**src/rtl/pulse_peak_finder.sv**
```systemverilog
// Threshold pulse detector: reports each pulse's peak amplitude and the timestamp of its first occurrence.
// Optional pile-up abort (length limit) is enabled by defining PULSE_PEAK_FINDER_PILEUP_EN.
module pulse_peak_finder #(
   parameter int WIDTH    = 16,
   parameter int TS_WIDTH = 16,
   parameter int HOLDOFF  = 8,
   parameter int MAX_LEN  = 64
) (
   input  logic                    clk,
   input  logic                    reset,
   input  logic signed [WIDTH-1:0] in,
   input  logic signed [WIDTH-1:0] threshold,
   output logic signed [WIDTH-1:0] out_amp,
   output logic [TS_WIDTH-1:0]     out_time,
   output logic                    out_valid,
   input  logic                    out_ack,
   output logic                    busy,
   output logic [7:0]              lost_cnt,
   output logic [7:0]              pileup_cnt
);
   localparam int HW = $clog2(HOLDOFF + 2);
   localparam logic [HW-1:0] HOLD_LAST = HW'(HOLDOFF);

   if (MAX_LEN < 1) begin : g_bad_max_len
      $error("pulse_peak_finder: MAX_LEN must be at least 1");
   end

   typedef enum logic [1:0] {IDLE, RISE, HOLD} state_t;

   state_t                  state, state_nxt;
   logic [TS_WIDTH-1:0]     ts;
   logic signed [WIDTH-1:0] max_val, max_nxt;
   logic [TS_WIDTH-1:0]     max_ts, max_ts_nxt;
   logic [HW-1:0]           hold_cnt, hold_nxt;
   logic                    above;
   logic                    emit;

`ifdef PULSE_PEAK_FINDER_PILEUP_EN
   localparam int LW = $clog2(MAX_LEN + 1);
   localparam logic [LW-1:0] LEN_LAST = LW'(MAX_LEN);

   logic [LW-1:0] len, len_nxt;
   logic          seen_low, seen_low_nxt;
   logic          pileup_hit;
`endif

   assign above = in > threshold;
   assign busy  = (state != IDLE);

   always_comb begin
      state_nxt  = state;
      max_nxt    = max_val;
      max_ts_nxt = max_ts;
      hold_nxt   = hold_cnt;
      emit       = 1'b0;
`ifdef PULSE_PEAK_FINDER_PILEUP_EN
      len_nxt      = len;
      seen_low_nxt = seen_low;
      pileup_hit   = 1'b0;
`endif
      case (state)
         IDLE: begin
            if (above) begin
               state_nxt  = RISE;
               max_nxt    = in;
               max_ts_nxt = ts;
`ifdef PULSE_PEAK_FINDER_PILEUP_EN
               len_nxt    = LW'(1);
`endif
            end
         end
         RISE: begin
            if (!above) begin
               // The ending sample never competes for the peak.
               emit     = 1'b1;
               hold_nxt = '0;
`ifdef PULSE_PEAK_FINDER_PILEUP_EN
               seen_low_nxt = 1'b1;
`endif
               if (HOLDOFF == 0) state_nxt = IDLE;
               else              state_nxt = HOLD;
            end
`ifdef PULSE_PEAK_FINDER_PILEUP_EN
            else if (len == LEN_LAST) begin
               pileup_hit   = 1'b1;
               hold_nxt     = '0;
               seen_low_nxt = 1'b0;
               state_nxt    = HOLD;
            end
`endif
            else begin
               if (in > max_val) begin
                  max_nxt    = in;
                  max_ts_nxt = ts;
               end
`ifdef PULSE_PEAK_FINDER_PILEUP_EN
               len_nxt = len + 1'b1;
`endif
            end
         end
         HOLD: begin
            hold_nxt = (hold_cnt < HOLD_LAST) ? hold_cnt + 1'b1 : hold_cnt;
`ifdef PULSE_PEAK_FINDER_PILEUP_EN
            // After an abort, wait for the long pulse to actually fall so it is not split.
            if (!above) seen_low_nxt = 1'b1;
            if ((hold_nxt == HOLD_LAST) && (seen_low || !above)) state_nxt = IDLE;
`else
            if (hold_nxt == HOLD_LAST) state_nxt = IDLE;
`endif
         end
         default: state_nxt = IDLE;
      endcase
   end

   always_ff @(posedge clk or posedge reset) begin
      if (reset) begin
         state    <= IDLE;
         ts       <= '0;
         max_val  <= '0;
         max_ts   <= '0;
         hold_cnt <= '0;
      end else begin
         state    <= state_nxt;
         ts       <= ts + 1'b1;
         max_val  <= max_nxt;
         max_ts   <= max_ts_nxt;
         hold_cnt <= hold_nxt;
      end
   end

   always_ff @(posedge clk or posedge reset) begin
      if (reset) begin
         out_amp   <= '0;
         out_time  <= '0;
         out_valid <= 1'b0;
         lost_cnt  <= '0;
      end else if (emit && (!out_valid || out_ack)) begin
         out_amp   <= max_val;
         out_time  <= max_ts;
         out_valid <= 1'b1;
      end else begin
         if (emit && (lost_cnt != 8'hFF)) lost_cnt <= lost_cnt + 1'b1;
         if (out_ack) out_valid <= 1'b0;
      end
   end

`ifdef PULSE_PEAK_FINDER_PILEUP_EN
   always_ff @(posedge clk or posedge reset) begin
      if (reset) begin
         len        <= '0;
         seen_low   <= 1'b0;
         pileup_cnt <= '0;
      end else begin
         len      <= len_nxt;
         seen_low <= seen_low_nxt;
         if (pileup_hit && (pileup_cnt != 8'hFF)) pileup_cnt <= pileup_cnt + 1'b1;
      end
   end
`else
   assign pileup_cnt = '0;
`endif

endmodule

```
**config.mk**
```make
export PLATFORM = sky130hd
export DESIGN_NAME = pulse_peak_finder
export DESIGN_NICKNAME = d
export VERILOG_FILES = /design/src/rtl/pulse_peak_finder.sv
export SDC_FILE = /design/constraint.sdc
export NUM_CORES = 1
export LEC_CHECK = 0
export ABC_CLOCK_PERIOD_IN_PS = 3700
export BUFFER_PORTS_ARGS = -buffer_cell sky130_fd_sc_hd__buf_2
export CORE_ASPECT_RATIO = 0.9
export CORE_MARGIN = 8
export CORE_UTILIZATION = 50
export CTS_CLUSTER_DIAMETER = 120
export DETAILED_ROUTE_END_ITERATION = 16
export GPL_TIMING_DRIVEN = 0
export PLACE_DENSITY = 0.79
export SYNTH_ARGS = -nofsm -noshare
export SYNTH_HDL_FRONTEND = slang
export SYNTH_SLANG_ARGS = --single-unit
```
**constraint.sdc**
```tcl
create_clock -name clk -period 3.7 [get_ports clk]
set_input_delay 0.185 -clock clk [delete_from_list [all_inputs] [get_ports clk]]
set_output_delay 0.185 -clock clk [all_outputs]
set_load 0.05 [all_outputs]
```
Yosys cells after proc, flatten, opt, wreduce, memory -nomap -nowiden
Cells that the tools add are included.
- memories: 0
- output and inout port bits: 50
- ROM bits: 0
- flip-flop bits (word level): 95
- bits in latches: 0
- input bits: 35
- RAM bits: 0
- logic and storage cells: 57
- bitwise operators: 1
- equal/unequal tests: 9
- magnitude comparators: 3
- $add $sub $neg: 3
- div/mod/pow operators: 0
- multiply operators: 0
- shifts and indexed selects: 0
- muxes and demuxes: 19
- reductions and logical operators: 13
- operator list (kind ; number):
    $mux 16 ; 6
    $pmux 16 s2 ; 2
    $gt 16x16->1 ; 2
    $add 16x1->16 const B ; 1
    $ne 2x2->1 const B ; 5
    $add 8x1->8 const B ; 1
    $mux 4 ; 2
    $ne 8x8->1 const B ; 1
    $pmux 4 s2 ; 1
    $reduce_bool 2->1 ; 4
    $mux 2 ; 3
    $pmux 2 s3 ; 1
    $add 4x1->4 const B ; 1
    $eq 4x4->1 const B ; 1
    $lt 4x4->1 const B ; 1
    $mux 1 ; 4
    $reduce_and 2->1 ; 2
    $reduce_and 4->1 ; 1
    $reduce_and 3->1 ; 1
    $eq 2x1->1 const B ; 1
    $eq 2x2->1 const B ; 1
    $logic_and 1x1->1 ; 2
    $logic_not 2->1 ; 1
    $logic_not 1->1 ; 1
    other kinds (2) ; 2

Logic depth before layout (Yosys ltp)
Gate-level depths: netlist of the first run.
- depth in word-level cells: 6
- mapped depth: 11
- depth with buffers taken out: 9

Least setup slack after synthesis of the first run
OpenSTA, ideal clock, no wires.
- path type: input to register
- from: input port threshold[15]
- to: register out_amp[0]
- data required time: 3.575 ns
- library setup time: 0.125 ns
- slack: 1.250 ns
- buffers on the path: 2
- arrival time: 2.325 ns
- stages on the path: 11
- cells stage by stage: inv_1 -> ha_1 -> nand4_2 -> or4_4 -> a21oi_2 -> a2111oi_2 -> o211ai_4 -> nor2b_2 -> buf_6 -> buf_12 -> mux2_4
- cells in the longest elaborated chain, start to end: 4
- ends and longest elaborated chain (element ; RTL line ; RTL):
    from (decl) ; 12 ; input logic signed [WIDTH-1:0] threshold,
    $gt 16x16->1 ; 47 ; assign above = in > threshold;
    $mux 1 ; 73 ; if (!above) begin
    $mux 1 ; 61 ; case (state)
    $logic_and 1x1->1 ; 137 ; end else if (emit && (!out_valid || out_ack)) begin
    to (signal assigned) ; 138 ; out_amp <= max_val;
    to (decl) ; 13 ; output logic signed [WIDTH-1:0] out_amp,
Every way passes these cells.
A chain may end at the register's enable or synchronous reset.

Worst setup path after layout of the first run
- from: register max_val[15]
- to: register max_ts[13]
- cells in the longest elaborated chain, start to end: 3
- ends and longest elaborated chain (element ; RTL line ; RTL):
    from (decl) ; 32 ; logic signed [WIDTH-1:0] max_val, max_nxt;
    from (signal assigned) ; 125 ; max_val <= max_nxt;
    $gt 16x16->1 ; 92 ; if (in > max_val) begin
    $ne 2x2->1 (no line) ; n/a ;
    $reduce_and 4->1 (no line) ; n/a ;
    to (signal assigned) ; 126 ; max_ts <= max_ts_nxt;
    to (decl) ; 33 ; logic [TS_WIDTH-1:0] max_ts, max_ts_nxt;
Every way passes these cells.

==> summary.txt, run 1 <==
GRT
  – Total track usage: 15.3%
  – Grt total ovfl: 0
  – Largest net degree at the start of global routing: 52
  – Initial antenna violation count: 0
  – First-pass GRT wire length: 16400 um
  – Number of global-route vias before repair: 3457

CTS
  – Clock sink count: 95
  – Clk_lat worst skew: 0.35 ns
  – Clock root buffer: clkbuf_8
  – CTS tree: done
  – Num CTS Buffers: 9
  – Clock-pin slew on the worst setup and hold paths: 0.10 ns
  – Clock Tree Buf Depth: 2
  – CTS H-tree lvls: 3

Drt
  – Pre-antenna DRT Iters: 4
  – DR DRC count: 0
  – Vias after detailed routing: 3172
  – WL final: 9730 um
  – WL per Instance: 15.8 um
  – Vias/cell: 5.16
  – Post-detailed-route count of antenna-violating nets: 0
  – Iter 0 DRT Violations: 90

Logic synthesis
  – Yosys cell types: 46
  – Synth top area share: 48.9%
  – Top FF cell, synth: dfrtp_1
  – Number of synthesized flops with an enable pin: 0
  – Yosys top cell by area: dfrtp_1
  – Netlist Area Pre-Place: 4860 sq um
  – Synth area leaders: dfrtp_1 (49%), mux2_4 (11%), ha_1 (9.0%)
  – Register area share after synthesis: 48.9%
  – Post-synthesis cell count: 388
  – Register bit total from synthesis: 95
  – Async S/R FF share, synth: 100%
  – Syn Area/Cell: 12.5 sq um
  – Yosys warns: 0

Critical path
  – Crit-path max FO: 10
  – R2r endpoint: max_ts[13]
  – Reg2reg setup slack: 1.03 ns
  – Worst path most repeated cell: buf_6
  – Worst setup EP type: flip-flop
  – R2R depth: 10
  – Crit path DAT: 2.91 ns
  – Worst Setup Start Kind: flip-flop
  – R2r startpoint: max_val[15]
  – Slowest CP cell: nor4_1
  – Worst path required time: 3.94 ns
  – Buf/Inv on CP: 3
  – Critical Path, Cell by Cell: inv_1, ha_1, nand4_1, nor4_1, a211oi_1, o211ai_1, and4b_1, buf_6, buf_6, mux2_2
  – CP peak stage delay: 0.46 ns
  – Critical path class: reg2reg
  – CP top delay family: simple AND/OR/NAND/NOR gates

Timing
  – Unrepaired setup endpoints after global routing: false
  – Worst-margin pin slew: 0.677 ns
  – Pins Over Slew Limit: 0
  – Hold slack final: 0.0876 ns
  – Final Skew: 0.0104 ns
  – Fin. Hold Viols: 0
  – Final Setup Violations: 0
  – Fin crit period: 2.67 ns
  – Max Clk Rate: 0.374 GHz
  – Fin crit share: 72.2%
  – Slew margin rel.: 54.8%

Placement
  – DP Area: 5460 sq um
  – Detailed placer's ending HPWL: 7340 um
  – PortBufs: 76
  – GP Congestion: 0.792
  – Post-placement cell count: 598

Status
  – Status: complete, no violations

Floorplan
  – Die ar.: 13100 sq um
  – Core ar.: 9570 sq um
  – Initial Utilization: 50.8%
  – Row Count: 34
  – Die Span Y: 110 um
  – Top-level port count: 85
  – Die X: 120 um

Cells and area
  – Final Cell Area: 5720 sq um
  – Antenna cells: 0
  – Fin nets: 554
  – Fin cells: 615
  – Finished Core Util: 59.7%
  – Area growth syn-to-layout: 17.6%
  – Layout cells sized above 1: 37.2%

Worst hold path
  – HP Start: in[0]
  – Hold path depth: 2
  – Class of the worst hold path: in2reg
  – WHS Endpoint: max_val[0]

Pwr
  – Leak pwr: 2.95 nW
  – Overall Power: 4.27 mW
  – Power Dens Cells: 747 nW/um^2
  – Max VDD drop: 377 uV

Flow run
  – Max-cap violations: 0
## worst max-delay path by stage
stage,from,end,slack [ns],cells after the start
after floorplan,reset,hold_cnt[0],1.04,1
after global placement,reset,max_ts[12],-0.003,2
after detailed placement,in[15],out_amp[5],0.86,11
after CTS,max_val[15],max_ts[13],1.03,10
after global routing,max_val[15],max_ts[13],0.81,10
final,max_val[15],max_ts[13],1.03,10
## cells in the final DEF, fill, tap and decap left out, types with 10 or more instances in the layout
cell	Yosys	final
buf_2	0	76
xnor2_1	10	10
xor2_1	11	11
a21oi_1	16	16
inv_1	39	38
nand2_1	17	17
mux2_2	28	28
nor2_1	12	12
ha_1	35	35
clkbuf_8	0	10
mux2_4	35	35
nand3_1	14	14
dfrtp_1	95	95
## Yosys cell counts, types with 2 or more instances
master,count
and4_1,3
xor2_1,11
nor4b_1,2
o21ai_0,7
mux2_1,2
nor4_1,3
ha_1,35
mux2_4,35
buf_4,8
dfrtp_1,95
nor3_1,8
inv_1,39
mux2_2,28
a21oi_1,16
nand2_1,17
nor2_1,12
buf_12,3
buf_6,5
xnor2_1,10
and3_1,4
o211ai_1,2
nand4_1,6
nand3_1,14
## final cells by class
class | count | area, sq um
timing repair buffer | 78 | 418
clock buffer | 10 | 138
inverter | 39 | 149
buffer | 18 | 185
multi-input combinational | 243 | 2180
clock inverter | 6 | 113
sequential | 95 | 2380
fill | 788 | 3850
tap | 126 | 158
## flip-flops by register name, indices dropped and copies added (netlist names)
| name | flops |
|---|---|
| max_ts | 16 |
| max_val | 16 |
| out_amp | 16 |
| out_time | 16 |
| ts | 16 |
| lost_cnt | 8 |
| hold_cnt | 4 |
| state | 2 |
| out_valid | 1 |
## power breakdown
| part | internal [mW] | leakage (nW) | switching (mW) | total [mW] |
|---|---|---|---|---|
| sequential | 1.32 | 1.20 | 0.186 | 1.51 |
| combinational | 0.791 | 1.62 | 1.13 | 1.93 |
| clock | 0.472 | 0.127 | 0.368 | 0.840 |
| total | 2.58 | 2.95 | 1.69 | 4.27 |
## logic make-up (layout without fill, tap and decap cells)
logic type	Yosys count	count (layout)	synth area share [%]
flip-flops	95	95	48.9
AND/OR/NAND/NOR	78	78	8.70
multiplexers	65	65	17.8
buffers and inverters	57	151	6.82
AO/OA/AOI/OAI	36	36	4.99
adder cells (fa/ha/maj)	35	35	9.00
XOR/XNOR	21	21	3.78
other	1	8	0.0771
## metal layers
layer	vias to the layer above	track usage (%)	routed length [um]	part of all wire, %
li1	1520	-	-	-
met1	1584	17.9	4220	43
met5	-	0	0	0
met4	0	4.27	91	0.94
met2	58	28.0	5030	52
met3	10	3.23	387	4.0
## through the flow
| stage | setup TNS [ns] | setup slack [ns] |
|---|---|---|
| after floorplan | 0 | 1.04 |
| after global placement | -0.0800 | -0.00287 |
| after detailed placement | 0 | 0.864 |
| after CTS | 0 | 1.03 |
| after global routing | 0 | 0.808 |
| final | 0 | 1.03 |
## timing repair
action | 4_1_cts | 5_1_grt
endpoints found under the hold margin | 44 | 0
hold buffers | 1 | 0
resized for setup | 0 | 0
buffers inserted | 0 | 0
Power figures use the tool's default switching activity.
==> run 2, diff against run 1 <==
Settings changed: ABC_CLOCK_PERIOD_IN_PS 3700 to 2800.
Clock period 3.7 ns to 2.8 ns, I/O delays scaled along.
==> summary.txt, run 2 (same netlist as run 1, synthesis figures left out) <==
Status
  – Status: complete, no violations

GRT
  – Total track usage: 15.3%
  – Initial antenna violation count: 0
  – Largest net degree at the start of global routing: 52
  – First-pass GRT wire length: 16400 um
  – Grt total ovfl: 0
  – Number of global-route vias before repair: 3457

Drt
  – Top Metal Used: met4
  – Pre-antenna DRT Iters: 4
  – WL final: 9740 um
  – DR WL met2: 5020 um
  – Vias after detailed routing: 3189
  – WL per Instance: 15.8 um
  – Vias/cell: 5.19
  – Met3 wire len: 416 um
  – DR DRC count: 0
  – Post-detailed-route count of antenna-violating nets: 0
  – Iter 0 DRT Violations: 90
  – WL met1: 4190 um

Floorplan
  – Die Span Y: 110 um
  – Die ar.: 13100 sq um
  – Core ar.: 9570 sq um
  – Die X: 120 um
  – Top-level port count: 85
  – Row Count: 34
  – Initial Utilization: 50.8%

Critical path
  – Critical Path, Cell by Cell: inv_1, ha_1, nand4_1, nor4_2, a211oi_1, o211ai_1, and4b_1, buf_6, buf_6, mux2_2
  – Worst path required time: 3.04 ns
  – CP peak stage delay: 0.39 ns
  – Critical path class: reg2reg
  – Slowest CP cell: nor4_2
  – Worst path most repeated cell: buf_6
  – Crit path DAT: 2.84 ns
  – CP top delay family: simple AND/OR/NAND/NOR gates
  – Crit-path max FO: 10
  – Buf/Inv on CP: 3
  – Worst Setup Start Kind: flip-flop
  – Worst setup EP type: flip-flop

Pwr
  – Sw frac: 39.6%
  – Power Dens Cells: 987 nW/um^2
  – Leak pwr: 2.95 nW
  – Overall Power: 5.65 mW
  – Gate power share: 45.1%
  – Max VDD drop: 498 uV
  – Switch Pwr: 2.24 mW
  – Clk pwr share: 19.6%
  – Seq pwr share: 35.3%
  – Internal Power: 3.41 mW

Timing
  – Slew margin rel.: 55.1%
  – Fin crit share: 93.1%
  – Fin crit period: 2.61 ns
  – Hold slack final: 0.0426 ns
  – Unrepaired setup endpoints after global routing: false
  – Worst Setup Slack, final: 0.194 ns
  – Max Clk Rate: 0.384 GHz
  – Fin. Hold Viols: 0
  – Worst-margin pin slew: 0.672 ns
  – Pins Over Slew Limit: 0
  – Final Setup Violations: 0
  – Setup TNS: 0 ns
  – Final Skew: 0.0125 ns

Placement
  – GP Congestion: 0.792
  – Worst slack, placed: 0.00933 ns
  – PortBufs: 76
  – Detailed placer's ending HPWL: 7340 um

Cells and area
  – Finished Core Util: 59.8%
  – Fillers: 786
  – FF+latch area: 2380 sq um
  – Most common cell after layout, fill and taps aside: dfrtp_1
  – Antenna cells: 0
  – Multi-input logic area: 2190 sq um
  – Layout cells sized above 1: 37.4%
  – Commonest non-fill, non-tap cells in the layout: dfrtp_1 (95), buf_2 (76), inv_1 (38)
  – Fin nets: 554
  – Area growth syn-to-layout: 17.7%

Worst hold path
  – Class of the worst hold path: in2reg

CTS
  – Clock sink count: 95
  – CTS H-tree lvls: 3
  – Clk_lat worst skew: 0.35 ns
  – Clock Tree Buf Depth: 2
  – CTS tree: done
  – Clock root buffer: clkbuf_8
  – Clock-pin slew on the worst setup and hold paths: 0.10 ns
  – Num CTS Buffers: 9

Flow run
  – Max-cap violations: 0
run 2: through the flow:
stage          area [sq um]  std cells
5_1_grt                5720        615
2_1_floorplan          4890        395
4_1_cts                5720        615
6_report               5720        615
3_3_place_gp           5430        597
3_5_place_dp           5460        598
run 2: path summary, 6_finish.rpt:
path / from / end / slack [ns] / cells past startpoint
setup / recovery: max_val[15] / max_ts[13] / 0.19 / 10
hold / removal: in[0] / max_val[0] / 0.04 / 2
setup reg to reg: max_val[15] / max_ts[13] / 0.19 / 10
hold reg to reg: ts[15] / ts[15] / 0.49 / 1
max in group asynchronous: reset / out_time[6] / 1.76 / 4
min in group asynchronous: reset / out_amp[8] / 0.39 / 3
run 2: power by group through the flow:
| stage | logic (mW) | clock network (mW) | registers, mW |
|---|---|---|---|
| finish | 2.55 | 1.11 | 1.99 |
| global route | 2.75 | 1.19 | 2.05 |
| floorplan | 1.40 | 0 | 2.61 |
| detailed placement | 2.56 | 0 | 2.02 |
| CTS | 2.58 | 1.14 | 2.00 |
| global placement | 2.50 | 0 | 2.00 |
run 2: layout make-up:
type / count / share of cell area [%]
repair buffers: 78 / 7.30
plain buffers: 18 / 3.23
clock inverters: 6 / 1.97
multi-input cells: 243 / 38.2
well taps: 126 / 2.75
flip-flops and latches: 95 / 41.5
clock buffers: 10 / 2.40
inverters: 39 / 2.60
run 2: worst reg2reg max path, stage by stage, from the launching register on:
cell      delay [ns]
dfrtp_1         0.38
inv_1           0.05
ha_1            0.33
nand4_1         0.18
nor4_2          0.39
a211oi_1        0.15
o211ai_1        0.11
and4b_1         0.23
buf_6           0.13
buf_6           0.18
mux2_2          0.36
run 2: metal layers:
metal,track usage [%],vias to the layer above
met2,28.0,69
met5,0,-
met1,17.9,1586
met3,3.23,14
met4,4.27,0
li1,-,1520
run 2: repair_timing:
action | 4_1_cts | 5_1_grt
resized for setup | 0 | 1
endpoints found under the setup margin | 0 | 30
setup buffers | 0 | 0
endpoints found under the hold margin | 44 | 0
hold buffers | 1 | 0
